[config.mk]
export PLATFORM = sky130hd
export DESIGN_NAME = circuit_sequencer
export DESIGN_NICKNAME = d
export VERILOG_FILES = /design/src/rtl/qc_pkg.sv /design/src/rtl/cs_state_reg.sv /design/src/rtl/circuit_sequencer.sv
export SDC_FILE = /design/constraint.sdc
export NUM_CORES = 1
export LEC_CHECK = 0
export CAP_MARGIN = 20
export CORE_AREA = 2 2 134 110
export DETAILED_ROUTE_END_ITERATION = 10
export DIE_AREA = 0 0 136 112
export GPL_TIMING_DRIVEN = 0
export MAX_ROUTING_LAYER = met4
export PLACE_DENSITY = 0.79
export SLEW_MARGIN = 20
export SYNTH_ARGS = -nofsm -noshare
export SYNTH_HDL_FRONTEND = slang
export SYNTH_SLANG_ARGS = --single-unit
[constraint.sdc]
create_clock -name clk -period 2.5 [get_ports clk]
set_clock_uncertainty 0.05 [all_clocks]
set_input_delay 0.5 -clock clk [delete_from_list [all_inputs] [get_ports clk]]
set_output_delay 0.5 -clock clk [all_outputs]
set_load 0.05 [all_outputs]
[src/rtl/qc_pkg.sv]
// Shared fixed-point complex number types for the gate sequencer and the multiplier datapath.
// Values are 8-bit sign-magnitude with 6 fraction bits.
package qc_pkg;

  localparam int         FIX_FRAC = 6;
  localparam logic [7:0] FIX_ONE  = 8'h40;

  typedef struct packed {
    logic [7:0] re;
    logic [7:0] im;
  } complexNum;

endpackage

[src/rtl/cs_state_reg.sv]
// Holds the 2**N-amplitude state vector.
// Loads the initial vector (priority) or a multiplier result.
module cs_state_reg
  import qc_pkg::*;
#(
  parameter int N = 1
) (
  input  logic                  clk,
  input  logic                  reset,
  input  logic                  load_init,
  input  logic                  load_result,
  input  complexNum [2**N-1:0]  init_state,
  input  complexNum [2**N-1:0]  result,
  output complexNum [2**N-1:0]  q
);

  // NOTE: the vector is small and must read as all-zero straight after reset, so it gets the async clear.
  always_ff @(posedge clk or negedge reset) begin
    if (!reset) begin
      q <= '0;
    end else if (load_init) begin
      q <= init_state;
    end else if (load_result) begin
      q <= result;
    end
  end

endmodule

[src/rtl/circuit_sequencer.sv]
// Steps a program of gate matrices through the shared gate x state multiplier.
// Each result is committed back into the held state vector.
module circuit_sequencer
  import qc_pkg::*;
#(
  parameter int N          = 1,
  parameter int SETTLE_CYC = 2,
  parameter int CNT_W      = 8
) (
  input  logic                           clk,
  input  logic                           reset,
  input  logic                           start,
  input  logic [CNT_W-1:0]               num_gates,
  input  complexNum [2**N-1:0]           init_state,
  input  logic                           abort,
  input  logic                           gate_valid,
  output logic                           gate_ready,
  input  complexNum [2**N-1:0][2**N-1:0] gate_in,
  output complexNum [2**N-1:0]           mult_state,
  output complexNum [2**N-1:0][2**N-1:0] mult_gate,
  input  complexNum [2**N-1:0]           mult_result,
  output complexNum [2**N-1:0]           out_state,
  output logic [CNT_W-1:0]               gates_done,
  output logic                           busy,
  output logic                           done
);

  localparam int DIM = 2**N;
  localparam int SW  = (SETTLE_CYC > 1) ? $clog2(SETTLE_CYC) : 1;

  typedef enum logic [2:0] {IDLE, WAIT_GATE, SETTLE, COMMIT, DONE} fsm_t;

  fsm_t                           fsm;
  complexNum [DIM-1:0][DIM-1:0]   gate_reg;
  complexNum [DIM-1:0]            state_q;
  logic [CNT_W-1:0]               count;
  logic [CNT_W-1:0]               count_next;
  logic [CNT_W-1:0]               num_reg;
  logic [SW-1:0]                  settle_cnt;
  logic                           load_init;
  logic                           load_result;

  // An abort in the commit cycle must leave the last committed vector untouched.
  assign load_init   = (fsm == IDLE) && start && !abort;
  assign load_result = (fsm == COMMIT) && !abort;
  assign count_next  = count + CNT_W'(1);

  cs_state_reg #(.N(N)) u_state_reg (
    .clk         (clk),
    .reset       (reset),
    .load_init   (load_init),
    .load_result (load_result),
    .init_state  (init_state),
    .result      (mult_result),
    .q           (state_q)
  );

  assign mult_state = state_q;
  assign out_state  = state_q;
  assign mult_gate  = gate_reg;
  assign gates_done = count;

  // NOTE: non-blocking assignments so every register here sees the pre-edge value of the others.
  always_ff @(posedge clk or negedge reset) begin
    if (!reset) begin
      fsm        <= IDLE;
      gate_reg   <= '0;
      count      <= '0;
      num_reg    <= '0;
      settle_cnt <= '0;
      gate_ready <= 1'b0;
      busy       <= 1'b0;
      done       <= 1'b0;
    end else begin
      done <= 1'b0;
      if (abort && fsm != IDLE) begin
        fsm        <= IDLE;
        busy       <= 1'b0;
        gate_ready <= 1'b0;
      end else begin
        unique case (fsm)
          IDLE: begin
            if (start && !abort) begin
              num_reg <= num_gates;
              count   <= '0;
              busy    <= 1'b1;
              if (num_gates == '0) begin
                fsm  <= DONE;
                done <= 1'b1;
              end else begin
                fsm        <= WAIT_GATE;
                gate_ready <= 1'b1;
              end
            end
          end
          WAIT_GATE: begin
            if (gate_valid) begin
              gate_reg   <= gate_in;
              settle_cnt <= SW'(SETTLE_CYC - 1);
              gate_ready <= 1'b0;
              fsm        <= SETTLE;
            end
          end
          SETTLE: begin
            if (settle_cnt == '0) begin
              fsm <= COMMIT;
            end else begin
              settle_cnt <= settle_cnt - SW'(1);
            end
          end
          COMMIT: begin
            count <= count_next;
            if (count_next == num_reg) begin
              fsm  <= DONE;
              done <= 1'b1;
            end else begin
              fsm        <= WAIT_GATE;
              gate_ready <= 1'b1;
            end
          end
          DONE: begin
            fsm  <= IDLE;
            busy <= 1'b0;
          end
          default: fsm <= IDLE;
        endcase
      end
    end
  end

endmodule
==> results of run 1 <==
## worst register-to-register path, delay by kind of cell, from the launching register on
kind | cells | cell delay [ns]
AOI/OAI and AO/OA | 2 | 0.61
and+or+nand+nor | 1 | 0.14
adders and majority gates | 1 | 0.32
muxes | 1 | 0.33
xor gates and xnor gates | 1 | 0.21
DFF | 1 | 0.51
## logic make-up (layout without fill, tap and decap cells)
kind of cell               Yosys count  in the layout  synth area share, %
adders and majority gates            1              1               0.2311
xor gates and xnor gates            13             13                2.381
and+or+nand+nor                     73             73                6.794
muxes                              105            105                21.17
buffers and inverters               62            373                7.072
DFF                                119            119                55.00
AOI/OAI and AO/OA                   66             66                7.349
## per-stage QoR
step / instances / total power (uW) / cell area, um2 / utilization [%]
global placement: 901 / 8982 / 8427 / 60.38
CTS: 934 / 11620 / 9059 / 64.91
floorplan: 439 / 6863 / 5414 / -
finish: 934 / 11530 / 9064 / 64.95
global route: 934 / 12000 / 9064 / 64.95
detailed placement: 902 / 9089 / 8456 / 60.59
## final timing paths
kind	from	end	slack, ns	depth (start not counted)
min	reset	mult_gate[22]	0.02	1
max reg2reg	gates_done[1]	gate_ready	0.21	6
min in group clk	abort	fsm[2]	0.38	2
max	gates_done[1]	gates_done[1]	0.15	1
min reg2reg	mult_gate[9]	mult_gate[9]	0.44	1
max in group asynchronous	reset	u_state_reg.q[5]	1.69	2
## repair_timing
action,in CTS,in global routing
endpoints found under the setup margin,0,12
gates resized for setup,0,2
hold endpoints to repair,0,0
## power by group
group          internal (uW)  switching (uW)
Clock                   1520             954
Sequential              2630             444
Combinational           2180            3800
Total                   6330            5200
## routing by layer
layer / up-vias / global-route usage [%]
met3: 22 / 8.060
li1: 2107 / -
met2: 214 / 36.58
met4: 0 / 7.361
met1: 2200 / 25.89
met5: - / -
## cell type report
cell class,instances,area share [%]
plain buffers,60,4.141
well taps,184,2.540
flip-flops and latches,119,32.85
multi-input cells,258,22.71
repair buffers,279,31.02
clock buffers,18,4.845
inverters,2,0.08283
clock inverters,14,1.808
## synthesized netlist by cell type (2+ instances only)
cell	n
nor3_1	2
mux2_2	15
o21ai_0	4
a31oi_1	3
nor2_1	6
o31ai_1	3
xor2_1	3
o41ai_1	2
nand2_1	44
buf_1	3
buf_4	35
buf_2	15
nand3_1	3
dfrtp_1	119
nor4_1	2
nor3b_1	2
nand2b_1	2
mux2i_1	32
o21ai_1	40
inv_1	2
o22ai_1	3
mux2_1	57
a21boi_0	2
a21oi_1	3
nor3_2	2
and3_1	2
xnor2_1	9
clkbuf_1	7
==> out/metrics.cfg, run 1 <==
[worst_setup_path]
worstSetupEndpointType=primary output
slowest_delay_ns=0.88
cp_slowest_cell=clkdlybuf4s50_1
critPathArrivalTime_ns=1.80
critPathMaxFanout=8
start_kind=flop
worstPathRequired_ns=1.95
critPathTopFamily=buffers and inverters
worst-setup-path-type=reg2out
critical_path.cell_chain=clkdlybuf4s50_1
crit_buf_inv=1

[floorplan]
die_y_um=112
initial_core_util_pct=38.79
num_rows=39
core_area_um2=13960
die_w_um=136
die_area_um2=15230
ios=280

[cts]
clock_sinks=119
h-tree-depth=4
clk_latency_ns=0.41
cts.path.max_buffers=2
path_clk_slew_ns=0.06
cts_tree=yes
cts-root-buf=clkbuf_16
cts_hold_buf=0
cts_made_buffers=17
cts_setup_buffers=0

[routing]
post_drt_wl_per_cell_um=17.43
route.detailed.drc=0
wl_um=16280
wl_met2_um=7998
route.vias.total=4543
drt_iter0_markers=161
dr.pass1.iters=4
detailroute.wirelength.met3_um=1463
ant_nets=0
vias_per_cell=4.864
drt-met1-wl_um=6501
highest_layer=met4

[timing]
fin_crit_ns=2.355
fin_ws_ns=0.1454
tns_ns=0
finalCritPeriodShare_pct=94.19
holdWs_ns=0.01986
slew_headroom_pct=51.32
setup_viol=0
slew_violations=0
worstMarginPinSlew_ns=0.7301
clock.fmax_mhz=424.7
grt_setup_unrepaired=false
finalHoldViolCount=0

[pwr]
max-vdd-ir-drop_v=0.001128
powerDensity_nw_per_um2=1272
p_leak_uw=0.004000

[synthesis]
syn-cell-area_um2=5414
avgSynthCellArea_um2=12.33
ys_top_cells_by_area=dfrtp_1 55%, mux2_1 12%, mux2i_1 5.9%, buf_4 4.9%, o21ai_1 3.7%
syn_inst=439
synth_top_cell_by_area=dfrtp_1
synth_cell_types=45
synth-async-reset-ratio_pct=100.0
synth_fp_nets=581
ys_seq_elements=119
yosysSeqAreaShare_pct=55.00
synth_flop_cell=dfrtp_1
synth_edf_count=0
synth_warnings=0
yosysTopAreaCellShare_pct=55.00

[layout]
fin_nets=879
drive_above_1_share_pct=14.40
multi_input_comb_area_um2=2058
largest_register_ffs=64
layout_commonest_cell=clkdlybuf4s50_1
antenna_cells=0
fill_cells=1038
final_cell_mix=277 x clkdlybuf4s50_1, 119 x dfrtp_1, 57 x mux2_1, 44 x nand2_1, 40 x o21ai_1
register_area_um2=2978
area_growth_pct=67.41

[grt]
grt_use_total_pct=22.51
grt_max_degree=71
grt_pass1_wl_um=25590
grt_overflow_total=0
antenna_found_initial=0
grt_pass1_vias=4837

[place]
dp_hpwl_um=12180
port_buffers=278
place_congestion=0.8358
post-place-ws_ns=-0.3114

[min_path]
min_path_type=in2async

[run]
maxCapViolCount=0

[run_status]
outcome=complete, no violations

Note: power is estimated with default switching activity, not from simulation.
==> run 2: changes to the inputs <==
--- a/config.mk
+++ b/config.mk
@@ -9,7 +9,7 @@
 export CORE_AREA = 2 2 134 110
 export DETAILED_ROUTE_END_ITERATION = 10
 export DIE_AREA = 0 0 136 112
-export GPL_TIMING_DRIVEN = 0
+export GPL_TIMING_DRIVEN = 1
 export MAX_ROUTING_LAYER = met4
 export PLACE_DENSITY = 0.79
 export SLEW_MARGIN = 20
==> constraint.sdc (replaced) <==
create_clock -name clk -period 3 [get_ports clk]
set_clock_uncertainty 0.05 [all_clocks]
set_input_delay 0.6 -clock clk [delete_from_list [all_inputs] [get_ports clk]]
set_output_delay 0.6 -clock clk [all_outputs]
set_load 0.05 [all_outputs]
==> out/metrics.cfg, run 2 (synthesis results as in run 1) <==
[run_status]
outcome=complete, no violations

[worst_setup_path]
worst-setup-path-type=reg2out
start_kind=flop
path_depth=1  ; unchanged
critical_path.cell_chain=clkdlybuf4s50_1
worstSetupEndpointType=primary output
reg2regPathDepth=6  ; unchanged
crit_buf_inv=1  ; unchanged
critPathTopFamily=buffers and inverters
cp_slowest_cell=clkdlybuf4s50_1
critPathArrivalTime_ns=1.86  ; +0.06 ns
slowest_delay_ns=0.88  ; about the same
critPathMaxFanout=10  ; +2
worstPathRequired_ns=2.35  ; +0.40 ns

[floorplan]
num_rows=39  ; unchanged
ios=280  ; unchanged
initial_core_util_pct=38.79  ; unchanged
core_area_um2=13960  ; unchanged
die_w_um=136  ; unchanged
die_area_um2=15230  ; unchanged
die_y_um=112  ; unchanged

[routing]
route.vias.total=4300  ; -5.3%
ant_nets=0  ; unchanged
drt_iter0_markers=119  ; -26%
post_drt_wl_per_cell_um=17.37  ; -0.33%
dr.pass1.iters=4  ; unchanged
route.detailed.drc=0  ; unchanged
wl_um=15320  ; -5.9%
vias_per_cell=4.875  ; +0.23%

[timing]
tns_ns=0  ; unchanged
fin_crit_ns=2.510
grt_setup_unrepaired=false
slew_headroom_pct=62.48  ; +11 points
setup_viol=0  ; unchanged
clock.fmax_mhz=398.3
finalCritPeriodShare_pct=83.68
finalHoldViolCount=0  ; unchanged
slew_violations=0  ; unchanged
worstMarginPinSlew_ns=0.5577  ; -0.1725 ns

[pwr]
switchingPower_uw=4212  ; -19%
switching_share_pct=45.50  ; +0.42 points
p_leak_uw=0.003774  ; -5.6%
powerDensity_nw_per_um2=1059  ; -17%
share_seq_of_total_power_pct=27.8  ; +1.1 points
max-vdd-ir-drop_v=0.0007466  ; -34%
combPwrFrac_pct=51.7  ; about the same
p_int_uw=5044  ; -20%
pwr-share-clk_pct=20.6  ; -0.9 points

[run]
maxCapViolCount=0  ; unchanged

[cts]
cts.path.max_buffers=2  ; unchanged
clock_sinks=119  ; unchanged
ctsResizeCount=0  ; unchanged
cts-root-buf=clkbuf_16
cts_hold_buf=0  ; unchanged
cts_made_buffers=17  ; unchanged
clk_latency_ns=0.41  ; about the same
cts_tree=yes
cts_setup_buffers=0  ; unchanged
h-tree-depth=4  ; unchanged
path_clk_slew_ns=0.06  ; about the same

[grt]
grt_pass1_vias=4640  ; -4.1%
antenna_found_initial=0  ; unchanged
grt_max_degree=66  ; -7.0%
grt_use_total_pct=21.05  ; -1.5 points
grt_overflow_total=0  ; unchanged
grt_pass1_wl_um=23910  ; -6.6%

[place]
placed_cells=850  ; -5.8%
place_congestion=0.8191  ; -2.0%
dp_hpwl_um=11480  ; -5.8%
port_buffers=279  ; +0.36%

[layout]
fin_cells=882  ; -5.6%
largest_register_ffs=64  ; unchanged
layout_commonest_cell=clkdlybuf4s50_1
drive_above_1_share_pct=9.026  ; -5.4 points
antenna_cells=0  ; unchanged
final_cell_mix=278 x clkdlybuf4s50_1, 119 x dfrtp_1, 57 x mux2_1, 44 x nand2_1, 40 x o21ai_1
fin_nets=827  ; -5.9%
area_growth_pct=61.47

[min_path]
min_path_type=in2async

run 2: cell types whose count changed in the layout (fill, tap and decap cells not counted), moves of 4 or more:
| cell | previous run | this run |
|---|---|---|
| clkbuf_1 | 7 | 2 |
| inv_6 | 5 | 1 |
| buf_4 | 35 | 5 |
| buf_12 | 0 | 4 |
| buf_2 | 15 | 0 |
run 2: final timing paths:
| path | endpoint | startpoint | slack (ns) |
|---|---|---|---|
| hold / removal | mult_gate[58] | reset | 0.12 |
| setup reg to reg | gate_ready | gates_done[0] | 0.57 |
| hold reg to reg | mult_gate[5] | mult_gate[5] | 0.44 |
| max in group asynchronous | mult_gate[22] | reset | 2.04 |
| min in group clk | mult_gate[5] | mult_gate[5] | 0.44 |
| setup / recovery | gates_done[0] | gates_done[0] | 0.49 |
run 2: stage by stage:
| step | area (um2) | hold slack, ns | power, uW | setup WS, ns | util (%) |
|---|---|---|---|---|---|
| 2_1_floorplan | 5414 | 0.2544 | 5720 | 0.5806 | - |
| 3_3_place_gp | 8182 | 0.4233 | 7303 | 0.4051 | 58.62 |
| 3_5_place_dp | 8182 | 0.4299 | 7403 | 0.2823 | 58.62 |
| 4_1_cts | 8742 | 0.1230 | 9362 | 0.4607 | 62.64 |
| 5_1_grt | 8742 | 0.1398 | 9632 | 0.4275 | 62.64 |
| 6_report | 8742 | 0.1188 | 9256 | 0.4896 | 62.64 |
run 2: layout make-up:
cell class / instances / area, um2
inverters: 2 / 7.507
clock inverters: 11 / 100.1
well taps: 184 / 230.2
fillers: 1090 / 5214
flip-flops and latches: 119 / 2978
repair buffers: 287 / 2900
multi-input cells: 258 / 2066
clock buffers: 21 / 460.4
run 2: power by group through the flow:
| stage | combinational, uW | sequential (uW) | clock (uW) |
|---|---|---|---|
| final | 4780 | 2570 | 1900 |
| after global routing | 4960 | 2650 | 2020 |
| after CTS | 4830 | 2580 | 1950 |
| after detailed placement | 4810 | 2600 | 0 |
| after global placement | 4750 | 2550 | 0 |
| after floorplan | 1270 | 4450 | 0 |
run 2: layer usage:
layer / up-vias / GRT usage [%] / part of all wire, %
met3: 24 / 8.789 / 11
met4: 0 / 8.264 / 1.8
li1: 1991 / - / -
met1: 2092 / 23.05 / 39
met2: 193 / 33.97 / 49
met5: - / - / 0
==> run 3: changes to the inputs <==
==> constraint.sdc (replaced) <==
create_clock -name clk -period 2.4 [get_ports clk]
set_clock_uncertainty 0.05 [all_clocks]
set_input_delay 0.48 -clock clk [delete_from_list [all_inputs] [get_ports clk]]
set_output_delay 0.48 -clock clk [all_outputs]
set_load 0.05 [all_outputs]
==> out/metrics.cfg, run 3 (synthesis results as in run 1) <==
[floorplan]
die_y_um=112  ; unchanged
die_w_um=136  ; unchanged
die_area_um2=15230  ; unchanged
ios=280  ; unchanged
core_area_um2=13960  ; unchanged
num_rows=39  ; unchanged
initial_core_util_pct=38.79  ; unchanged

[pwr]
power_uw=11790  ; +27%
pwr-share-clk_pct=21.9  ; +1.3 points
p_leak_uw=0.003858  ; +2.2%
share_seq_of_total_power_pct=27.1  ; -0.7 points
powerDensity_nw_per_um2=1327  ; +25%
max-vdd-ir-drop_v=0.001107  ; +48%
switching_share_pct=44.57  ; -0.93 points
switchingPower_uw=5257  ; +25%
p_int_uw=6537  ; +30%
combPwrFrac_pct=50.9  ; -0.8 points

[min_path]
min_path_type=reg2reg

[worst_setup_path]
worstSetupEndpointType=primary output
critPathTopFamily=buffers and inverters
worst-setup-path-type=reg2out
start_kind=flop
cp_slowest_cell=clkdlybuf4s50_1
crit_buf_inv=1  ; unchanged
critical_path.cell_chain=clkdlybuf4s50_1
critPathMaxFanout=5  ; -5
slowest_delay_ns=0.87  ; about the same
worstPathRequired_ns=1.87  ; -0.48 ns
critPathArrivalTime_ns=1.75  ; -0.11 ns

[place]
post-place-ws_ns=0.06703  ; -0.2153 ns
dp_hpwl_um=10910  ; -4.9%
port_buffers=279  ; unchanged
placed_cells=858  ; +0.94%
place_congestion=0.8298  ; +1.3%

[timing]
fin_crit_ns=2.278
grt_setup_unrepaired=false
finalHoldViolCount=0  ; unchanged
finalCritPeriodShare_pct=94.90
clock.fmax_mhz=439.1
slew_violations=0  ; unchanged
holdWs_ns=0.4362  ; +0.3174 ns
slew_headroom_pct=61.60  ; -0.88 points
worstMarginPinSlew_ns=0.5742  ; +0.01647 ns
tns_ns=0  ; unchanged
setup_viol=0  ; unchanged
fin_ws_ns=0.1225  ; -0.3671 ns

[run]
maxCapViolCount=0  ; unchanged

[routing]
ant_nets=0  ; unchanged
wl_um=14840  ; -3.1%
post_drt_wl_per_cell_um=16.66  ; -4.1%
dr.pass1.iters=4  ; unchanged
vias_per_cell=4.851  ; -0.50%
route.detailed.drc=0  ; unchanged
route.vias.total=4322  ; +0.51%
drt_iter0_markers=136  ; +14%

[cts]
cts_made_buffers=17  ; unchanged
clk_latency_ns=0.41  ; about the same
path_clk_slew_ns=0.05  ; about the same
cts-root-buf=clkbuf_16
clock_sinks=119  ; unchanged
cts_setup_buffers=0  ; unchanged
h-tree-depth=4  ; unchanged
cts_hold_buf=1  ; +1
cts_tree=yes
cts.path.max_buffers=2  ; unchanged
ctsResizeCount=0  ; unchanged

[layout]
final_cell_mix=278 x clkdlybuf4s50_1, 115 x dfrtp_1, 57 x mux2_1, 44 x nand2_1, 40 x o21ai_1
fill_cells=1070  ; -1.8%
area_growth_pct=64.20
antenna_cells=0  ; unchanged
largest_register_ffs=64  ; unchanged
fin_cells=891  ; +1.0%
layout_commonest_cell=clkdlybuf4s50_1
fin_nets=836  ; +1.1%
drive_above_1_share_pct=10.61  ; +1.6 points

[grt]
grt_pass1_wl_um=23160  ; -3.1%
grt_use_total_pct=20.44  ; -0.61 points
grt_overflow_total=0  ; unchanged
antenna_found_initial=0  ; unchanged
grt_max_degree=77  ; +17%
grt_pass1_vias=4585  ; -1.2%

[run_status]
outcome=complete, no violations

## run 3: cell count changes in the layout (fill, tap and decap cells not counted)
cell / before / now
buf_12: 4 / 6
buf_4: 5 / 11
bufinv_16: 1 / 3
clkinv_4: 1 / 3
clkinvlp_4: 5 / 1
dfrtp_1: 119 / 115
dfrtp_2: 0 / 4
dlygate4sd3_1: 0 / 1
## run 3: metal layers
layer  global-route usage [%]  routed length [um]  vias to the layer above
li1                         -                   -                     2016
met3                    8.971                1670                       24
met4                    8.194                 309                        0
met5                        -                   0                        -
met2                    34.30                7363                      205
met1                    20.87                5500                     2077
## run 3: worst paths after layout
check	endpoint	slack, ns	cells after the start	from
hold / removal	mult_gate[8]	0.44	1	mult_gate[8]
min in group asynchronous	u_state_reg.q[27]	0.55	3	reset
max in group asynchronous	mult_gate[56]	1.37	3	reset
setup / recovery	gates_done[6]	0.12	1	gates_done[6]
hold reg to reg	mult_gate[8]	0.44	1	mult_gate[8]
setup reg to reg	gate_ready	0.19	5	gates_done[3]
## run 3: area by class of cell
cell class / instances / area, um2 / area share (%)
inverter: 2 / 7.507 / 0.08445
tap: 184 / 230.2 / 2.590
timing repair buffer: 296 / 2995 / 33.69
sequential: 119 / 2983 / 33.55
clock buffer: 21 / 460.4 / 5.179
clock inverter: 11 / 147.6 / 1.661
multi-input combinational: 258 / 2066 / 23.24
## run 3: per-stage QoR
step / area, um2 / utilization [%]
4_1_cts: 8890 / 63.70
3_3_place_gp: 8272 / 59.27
5_1_grt: 8890 / 63.70
6_report: 8890 / 63.70
2_1_floorplan: 5419 / -
3_5_place_dp: 8272 / 59.27
## run 3: power by group through the flow
| stage | sequential [uW] | combinational [uW] | clock, uW |
|---|---|---|---|
| 2_1_floorplan | 5560 | 1590 | 0 |
| 3_3_place_gp | 3180 | 5970 | 0 |
| 3_5_place_dp | 3230 | 6030 | 0 |
| 4_1_cts | 3210 | 6060 | 2650 |
| 5_1_grt | 3300 | 6220 | 2760 |
| 6_report | 3200 | 6010 | 2590 |
